<file path="src/rtl/mips_rf_pkg.sv">
// Shared constants and helpers for the multi-port MIPS register file.
//   DATA_W_DEF / ADDR_W_DEF : default data and address widths
//   REG_ZERO                : index of the hardwired-zero register
//   field_lsb()             : LSB of field k in a flattened per-port vector
package mips_rf_pkg;

  localparam int unsigned DATA_W_DEF = 32;
  localparam int unsigned ADDR_W_DEF = 5;
  localparam int unsigned REG_ZERO   = 0;

  // Port k of a flattened vector occupies [k*w +: w].
  function automatic int unsigned field_lsb(input int unsigned k, input int unsigned w);
    return k * w;
  endfunction

endpackage

</file>
<file path="src/rtl/register_file_mp_if.sv">
// Bus between decode/writeback and the register file.
//   A_RD/RD/RD_BUSY : flattened read ports (address, data, busy)
//   WE0/A0/WD0      : ALU writeback port
//   WE1/A1/WD1      : load writeback port (wins on an address clash)
//   BSET/BSET_A     : mark a register busy when a load issues
interface register_file_mp_if
  import mips_rf_pkg::*;
#(
  parameter int unsigned DATA_W = DATA_W_DEF,
  parameter int unsigned ADDR_W = ADDR_W_DEF,
  parameter int unsigned NUM_RD = 2
);
  logic [NUM_RD*ADDR_W-1:0] A_RD;
  logic [NUM_RD*DATA_W-1:0] RD;
  logic [NUM_RD-1:0]        RD_BUSY;
  logic                     WE0;
  logic [ADDR_W-1:0]        A0;
  logic [DATA_W-1:0]        WD0;
  logic                     WE1;
  logic [ADDR_W-1:0]        A1;
  logic [DATA_W-1:0]        WD1;
  logic                     BSET;
  logic [ADDR_W-1:0]        BSET_A;

  modport master (
    output A_RD, WE0, A0, WD0, WE1, A1, WD1, BSET, BSET_A,
    input  RD, RD_BUSY
  );

  modport slave (
    input  A_RD, WE0, A0, WD0, WE1, A1, WD1, BSET, BSET_A,
    output RD, RD_BUSY
  );
endinterface

</file>
<file path="src/rtl/rf_scoreboard.sv">
// Per-register busy bits for pending load producers.
//   clk, reset      : clock, synchronous active-low reset
//   we0/a0, we1/a1  : writes clear the busy bit of their target
//   bset/bset_a     : set a busy bit (set beats a same-cycle clear)
//   rd_addr         : per-port lookup address
//   busy_c          : combinational busy, masked by a same-cycle write hit
module rf_scoreboard
  import mips_rf_pkg::*;
#(
  parameter int unsigned ADDR_W   = ADDR_W_DEF,
  parameter int unsigned NUM_RD   = 2,
  parameter bit          ZERO_REG = 1'b1
) (
  input  logic              clk,
  input  logic              reset,
  input  logic              we0,
  input  logic [ADDR_W-1:0] a0,
  input  logic              we1,
  input  logic [ADDR_W-1:0] a1,
  input  logic              bset,
  input  logic [ADDR_W-1:0] bset_a,
  input  logic [ADDR_W-1:0] rd_addr [NUM_RD],
  output logic [NUM_RD-1:0] busy_c
);

  localparam int unsigned DEPTH = 1 << ADDR_W;

  logic [DEPTH-1:0] busy_q;
  logic [DEPTH-1:0] busy_d;

  // Clears first, then set, so the newer producer wins.
  always_comb begin
    busy_d = busy_q;
    if (we0) busy_d[a0] = 1'b0;
    if (we1) busy_d[a1] = 1'b0;
    if (bset && !(ZERO_REG && bset_a == ADDR_W'(REG_ZERO))) busy_d[bset_a] = 1'b1;
  end

  always_ff @(posedge clk) begin
    if (!reset) busy_q <= '0;
    else        busy_q <= busy_d;
  end

  // A register written this cycle is served by the bypass, so not busy.
  always_comb begin
    busy_c = '0;
    for (int unsigned k = 0; k < NUM_RD; k++) begin
      busy_c[k] = busy_q[rd_addr[k]] &&
                  !((we1 && a1 == rd_addr[k]) || (we0 && a0 == rd_addr[k]));
    end
  end

endmodule

</file>
<file path="src/rtl/register_file_mp.sv">
// Multi-port register file: NUM_RD combinational reads, two write ports
// (port 1 wins on a clash), write-first bypass, optional zero register and
// a busy scoreboard for load hazards.
//   clk, reset : clock, synchronous active-low reset
//   bus        : register_file_mp_if slave (read/write/busy-set signals)
module register_file_mp
  import mips_rf_pkg::*;
#(
  parameter int unsigned DATA_W   = DATA_W_DEF,
  parameter int unsigned ADDR_W   = ADDR_W_DEF,
  parameter int unsigned NUM_RD   = 2,
  parameter bit          ZERO_REG = 1'b1
) (
  input  logic               clk,
  input  logic               reset,
  register_file_mp_if.slave  bus
);

  localparam int unsigned DEPTH = 1 << ADDR_W;

  generate
    if (NUM_RD < 1 || NUM_RD > 4) begin : g_bad_num_rd
      $error("register_file_mp: NUM_RD must be in 1..4");
    end
  endgenerate

  logic [DATA_W-1:0] regs_q [DEPTH];
  logic [DATA_W-1:0] regs_d [DEPTH];
  logic [ADDR_W-1:0] rd_addr [NUM_RD];
  logic              wr0_ok;
  logic              wr1_ok;

  // Port 1 is applied last so it overrides port 0 on the same address.
  always_comb begin
    wr0_ok = bus.WE0 && !(ZERO_REG && bus.A0 == ADDR_W'(REG_ZERO));
    wr1_ok = bus.WE1 && !(ZERO_REG && bus.A1 == ADDR_W'(REG_ZERO));
    regs_d = regs_q;
    if (wr0_ok) regs_d[bus.A0] = bus.WD0;
    if (wr1_ok) regs_d[bus.A1] = bus.WD1;
  end

  always_ff @(posedge clk) begin
    if (!reset) regs_q <= '{default: '0};
    else        regs_q <= regs_d;
  end

  // Unflatten read addresses.
  always_comb begin
    for (int unsigned k = 0; k < NUM_RD; k++) begin
      rd_addr[k] = bus.A_RD[field_lsb(k, ADDR_W) +: ADDR_W];
    end
  end

  // Read mux: zero register, then port 1 bypass, then port 0 bypass, then storage.
  always_comb begin
    bus.RD = '0;
    for (int unsigned k = 0; k < NUM_RD; k++) begin
      if (ZERO_REG && rd_addr[k] == ADDR_W'(REG_ZERO))
        bus.RD[field_lsb(k, DATA_W) +: DATA_W] = '0;
      else if (bus.WE1 && bus.A1 == rd_addr[k])
        bus.RD[field_lsb(k, DATA_W) +: DATA_W] = bus.WD1;
      else if (bus.WE0 && bus.A0 == rd_addr[k])
        bus.RD[field_lsb(k, DATA_W) +: DATA_W] = bus.WD0;
      else
        bus.RD[field_lsb(k, DATA_W) +: DATA_W] = regs_q[rd_addr[k]];
    end
  end

  rf_scoreboard #(
    .ADDR_W   (ADDR_W),
    .NUM_RD   (NUM_RD),
    .ZERO_REG (ZERO_REG)
  ) u_scoreboard (
    .clk     (clk),
    .reset   (reset),
    .we0     (bus.WE0),
    .a0      (bus.A0),
    .we1     (bus.WE1),
    .a1      (bus.A1),
    .bset    (bus.BSET),
    .bset_a  (bus.BSET_A),
    .rd_addr (rd_addr),
    .busy_c  (bus.RD_BUSY)
  );

endmodule

</file>
<file path="src/flat_wrapper.sv">
// flat-port wrapper written by rule: the top's interface ports become plain ports
module register_file_mp_flat import mips_rf_pkg::*;
#(
  parameter int unsigned DATA_W   = DATA_W_DEF,
  parameter int unsigned ADDR_W   = ADDR_W_DEF,
  parameter int unsigned NUM_RD   = 2,
  parameter bit          ZERO_REG = 1'b1
)
  (clk, reset, bus_A_RD, bus_WE0, bus_A0, bus_WD0, bus_WE1, bus_A1, bus_WD1, bus_BSET, bus_BSET_A, bus_RD, bus_RD_BUSY);
  register_file_mp_if #(.DATA_W(DATA_W), .ADDR_W(ADDR_W), .NUM_RD(NUM_RD)) bus_i ();
  input  logic clk;
  input  logic reset;
  input wire logic [$bits(bus_i.A_RD)-1:0] bus_A_RD;
  input wire logic [$bits(bus_i.WE0)-1:0] bus_WE0;
  input wire logic [$bits(bus_i.A0)-1:0] bus_A0;
  input wire logic [$bits(bus_i.WD0)-1:0] bus_WD0;
  input wire logic [$bits(bus_i.WE1)-1:0] bus_WE1;
  input wire logic [$bits(bus_i.A1)-1:0] bus_A1;
  input wire logic [$bits(bus_i.WD1)-1:0] bus_WD1;
  input wire logic [$bits(bus_i.BSET)-1:0] bus_BSET;
  input wire logic [$bits(bus_i.BSET_A)-1:0] bus_BSET_A;
  output wire logic [$bits(bus_i.RD)-1:0] bus_RD;
  output wire logic [$bits(bus_i.RD_BUSY)-1:0] bus_RD_BUSY;
  assign bus_i.A_RD = bus_A_RD;
  assign bus_i.WE0 = bus_WE0;
  assign bus_i.A0 = bus_A0;
  assign bus_i.WD0 = bus_WD0;
  assign bus_i.WE1 = bus_WE1;
  assign bus_i.A1 = bus_A1;
  assign bus_i.WD1 = bus_WD1;
  assign bus_i.BSET = bus_BSET;
  assign bus_i.BSET_A = bus_BSET_A;
  assign bus_RD = bus_i.RD;
  assign bus_RD_BUSY = bus_i.RD_BUSY;
  register_file_mp #(.DATA_W(DATA_W), .ADDR_W(ADDR_W), .NUM_RD(NUM_RD), .ZERO_REG(ZERO_REG)) u_core (.clk(clk), .reset(reset), .bus(bus_i));
endmodule
</file>
<file path="config.mk">
export PLATFORM = sky130hd
export DESIGN_NAME = register_file_mp_flat
export DESIGN_NICKNAME = d
export VERILOG_FILES = /design/src/rtl/mips_rf_pkg.sv /design/src/rtl/register_file_mp_if.sv /design/src/rtl/rf_scoreboard.sv /design/src/rtl/register_file_mp.sv /design/src/flat_wrapper.sv
export SDC_FILE = /design/constraint.sdc
export NUM_CORES = 2
export LEC_CHECK = 0
export BUFFER_PORTS_ARGS = -buffer_cell sky130_fd_sc_hd__buf_4
export CELL_PAD_IN_SITES_DETAIL_PLACEMENT = 0
export CELL_PAD_IN_SITES_GLOBAL_PLACEMENT = 1
export CORE_UTILIZATION = 25
export CTS_BUF_LIST = sky130_fd_sc_hd__clkbuf_16
export DETAILED_ROUTE_END_ITERATION = 7
export PLACE_DENSITY_LB_ADDON = 0.1
export SETUP_SLACK_MARGIN = 0.1
export SLEW_MARGIN = 15
export SYNTH_ARGS = -nofsm -noshare
export SYNTH_HDL_FRONTEND = slang
export SYNTH_SLANG_ARGS = --single-unit
</file>
<file path="constraint.sdc">
create_clock -name clk -period 2.39 [get_ports clk]
set_clock_uncertainty 0.2 [all_clocks]
set_input_delay 0.1195 -clock clk [delete_from_list [all_inputs] [get_ports clk]]
set_output_delay 0.1195 -clock clk [all_outputs]
set_load 0.01 [all_outputs]
</file>
==> results.json <==
{
  "ys_seq_area_share_pct": 32.74,
  "root_buffer": "clkbuf_16",
  "max_stage_delay_ns": 0.58,
  "design_area_um2": 85060,
  "final_cells": 10868,
  "muxShareOfSynthArea_pct": 25.41,
  "path_class": "flop to primary output",
  "route.detailed.drc": 0,
  "drive_gt1_share_pct": 31.73,
  "die_y_um": 510.2,
  "ys_types": 55,
  "synthAdderAreaFrac_pct": 0,
  "hold_slack_ns": 0.03703,
  "grt_pass1_wl_um": 597000,
  "fin_crit_ns": 3.135,
  "critPathSlowestCell": "mux4_2",
  "die_area_um2": 260300,
  "syn_avg_cell_area_um2": 9.166,
  "ys_warn_count": 0,
  "clk_pin_slew_worst_paths_ns": 0.07,
  "place_hpwl_um": 298400,
  "drtPass1Iterations": 6,
  "clk_latency_ns": 0.82,
  "dr_total_vias": 68190,
  "place_inst": 10459,
  "layout.nets": 7462,
  "path_max_fanout": 2,
  "hold_path_class": "input pin to flop",
  "cts_tree": "yes",
  "core_um2": 256700,
  "ant_nets": 0,
  "cp.arrival_ns": 2.82,
  "grt_overflow": 0,
  "fin_tns_setup_ns": -34.77,
  "synth-simple-area-share_pct": 14.84,
  "synth_top_family_by_area": "multiplexers",
  "synth_area_um2": 64560,
  "htreeDepth": 4,
  "maxSlewViolCount": 0,
  "violations": "setup timing",
  "io_buffers": 159,
  "max-vdd-ir-drop_mv": 0.7745,
  "maxCapViolCount": 0,
  "synth_seq_cells": 1056,
  "cts_made_buffers": 142,
  "synthFlopType": "dfxtp_1",
  "worst_slew_pin_slew_ns": 1.087,
  "fillCellCount": 26020,
  "cts_max_path_buffers": 3,
  "worst_slack_ns": -0.7454,
  "wl_um": 448600,
  "synth-compound-area-share_pct": 20.16,
  "synth_edf_count": 0,
  "start_kind": "flop",
  "grt_use_total_pct": 33.62,
  "end_kind": "primary output",
  "place_area_um2": 76870,
  "place.gp.congestion": 0.9386,
  "die_w_um": 510.2,
  "grt_max_degree": 81,
  "netlist_instances": 7044,
  "crit_chain": "mux4_2 > mux4_2 > nor2b_4 > o32ai_4 > buf_6 > buf_6",
  "row_count": 186,
  "clock_sinks": 1056,
  "rsz0062_at_grt": "yes",
  "routedWlPerCell_um": 41.28,
  "vias_per_cell": 6.274,
  "ys_async_sr_fraction_pct": 0,
  "final-hold-violation-count": 0,
  "synth_xor_area_share_pct": 0.2713,
  "syn_nets": 7138,
  "clock.fmax_ghz": 0.3189,
  "status": "finished, violations left",
  "setup_viol": 66,
  "power.density_nw_per_um2": 553.9,
  "power.leakage_nw": 31.50,
  "initial_core_util_pct": 25.15,
  "drt_iter0_markers": 8621,
  "finalCritPeriodShare_pct": 131.2,
  "antenna_found_initial": 44,
  "worst_ep_required_time_ns": 2.07,
  "grt_pass1_vias": 64277,
  "syn_to_final_growth_pct": 31.74,
  "io_pins": 160,
  "slew_headroom_pct": 27.30
}
-- state kept, by name, indices dropped and copies added (netlist names) --
name and count:
u_core.regs_q 1024, u_core.u_scoreboard.busy_q 32
-- metal layers --
layer	vias up	GRT usage (%)	share of wire (%)
met4	8	18.42	6.2
met3	966	6.600	8.5
met1	35502	44.96	42
met2	4174	50.66	43
li1	27540	-	-
met5	-	0	0.016
-- worst max-delay path: cells and delay by family, from the launching register on --
| family | cells | cell delay [ns] |
|---|---|---|
| flops | 1 | 0.33 |
| simple gates | 1 | 0.19 |
| compound gates | 1 | 0.12 |
| mux | 2 | 1.05 |
| buf+inv | 2 | 0.28 |
-- path summary, 6_finish.rpt --
path / from / depth (start not counted) / to / slack [ns]
min reg2reg: u_core.regs_q[1013] / 1 / u_core.regs_q[1013] / 0.27
max: u_core.regs_q[69] / 6 / bus_RD[37] / -0.75
min: bus_WD1[20] / 4 / u_core.regs_q[980] / 0.04
max reg2reg: u_core.regs_q[86] / 3 / u_core.regs_q[86] / 0.84
-- power by group --
part	total [mW]	switching, mW	leakage (nW)	internal [mW]
clock network	21.0	9.43	2.20	11.5
logic	7.92	4.97	20.7	2.96
registers	18.2	0.290	8.64	17.9
total	47.1	14.7	31.5	32.4
-- synth_stat cells (20+ instances only) --
cell type | count | area (um2)
nand2_1 | 700 | 2628
or3_1 | 20 | 125.1
nor3_1 | 65 | 325.3
a22o_1 | 37 | 324.1
a211oi_1 | 570 | 4279
nor2_1 | 1050 | 3941
a2bb2oi_1 | 89 | 779.5
mux2_2 | 28 | 315.3
a32oi_1 | 165 | 1445
and2_1 | 49 | 306.5
buf_4 | 29 | 217.7
mux4_2 | 510 | 11490
a21oi_1 | 80 | 400.4
buf_1 | 73 | 274.0
mux2i_1 | 460 | 4604
nand2b_1 | 21 | 131.4
buf_2 | 126 | 630.6
o21ai_0 | 33 | 165.2
dfxtp_1 | 1056 | 21140
nand3_1 | 326 | 1632
clkbuf_1 | 790 | 2965
a221oi_1 | 91 | 797.0
a22oi_1 | 93 | 698.2
a311oi_1 | 414 | 3626
o31ai_1 | 21 | 157.7
-- logic make-up after synthesis --
family | after synthesis
buffers and inverters | 1035
AO/OA/AOI/OAI | 1637
multiplexers | 998
XOR/XNOR | 20
AND/OR/NAND/NOR | 2298
flip-flops | 1056
-- layout by cell type, fill, tap and decap left out, types with 40 or more instances in the layout --
master and n:
a32oi_1 165, mux2i_1 446, a221oi_2 41, a21oi_1 55
clkbuf_16 149, a2bb2oi_1 89, nor3_1 49, dfxtp_2 212
a211oi_1 559, mux4_2 510, clkinv_1 40, buf_12 286
a311oi_1 413, nand3_1 315, nand2_1 643, buf_4 718
a22oi_1 73, nand2_4 43, and2_1 42, buf_6 92
dfxtp_1 837, nor2_1 1031, dlygate4sd3_1 104
-- stage by stage --
stage / worst slack [ns] / total power, mW / utilization, %
final: -0.7454 / 47.11 / 33.13
after global routing: -0.7953 / 48.13 / 33.13
after CTS: -0.7785 / 47.10 / 32.89
after detailed placement: -1.117 / 25.72 / 29.95
after global placement: -1.145 / 25.72 / 29.95
after floorplan: 0.08982 / 21.80 / -
-- layout make-up --
type | count | area [um2] | area share, %
Multi-Input combinational cell | 4953 | 41740 | 49.07
Sequential cell | 1056 | 21430 | 25.20
Timing Repair Buffer | 1210 | 13340 | 15.69
Tap cell | 3384 | 4234 | 4.978
Clock buffer | 148 | 3704 | 4.354
Clock inverter | 98 | 540.5 | 0.6355
Antenna cell | 14 | 35.03 | 0.04119
Inverter | 5 | 26.28 | 0.03089
-- what timing repair did --
item,4_1_cts,5_1_grt
endpoints found under the setup margin,66,257
gates cloned,0,1
hold endpoints to repair,1031,0
pin swaps,157,58
hold buffers,110,0
gates resized for setup,493,137
setup buffers,27,18
No activity file was read; power rests on OpenSTA's default activity.
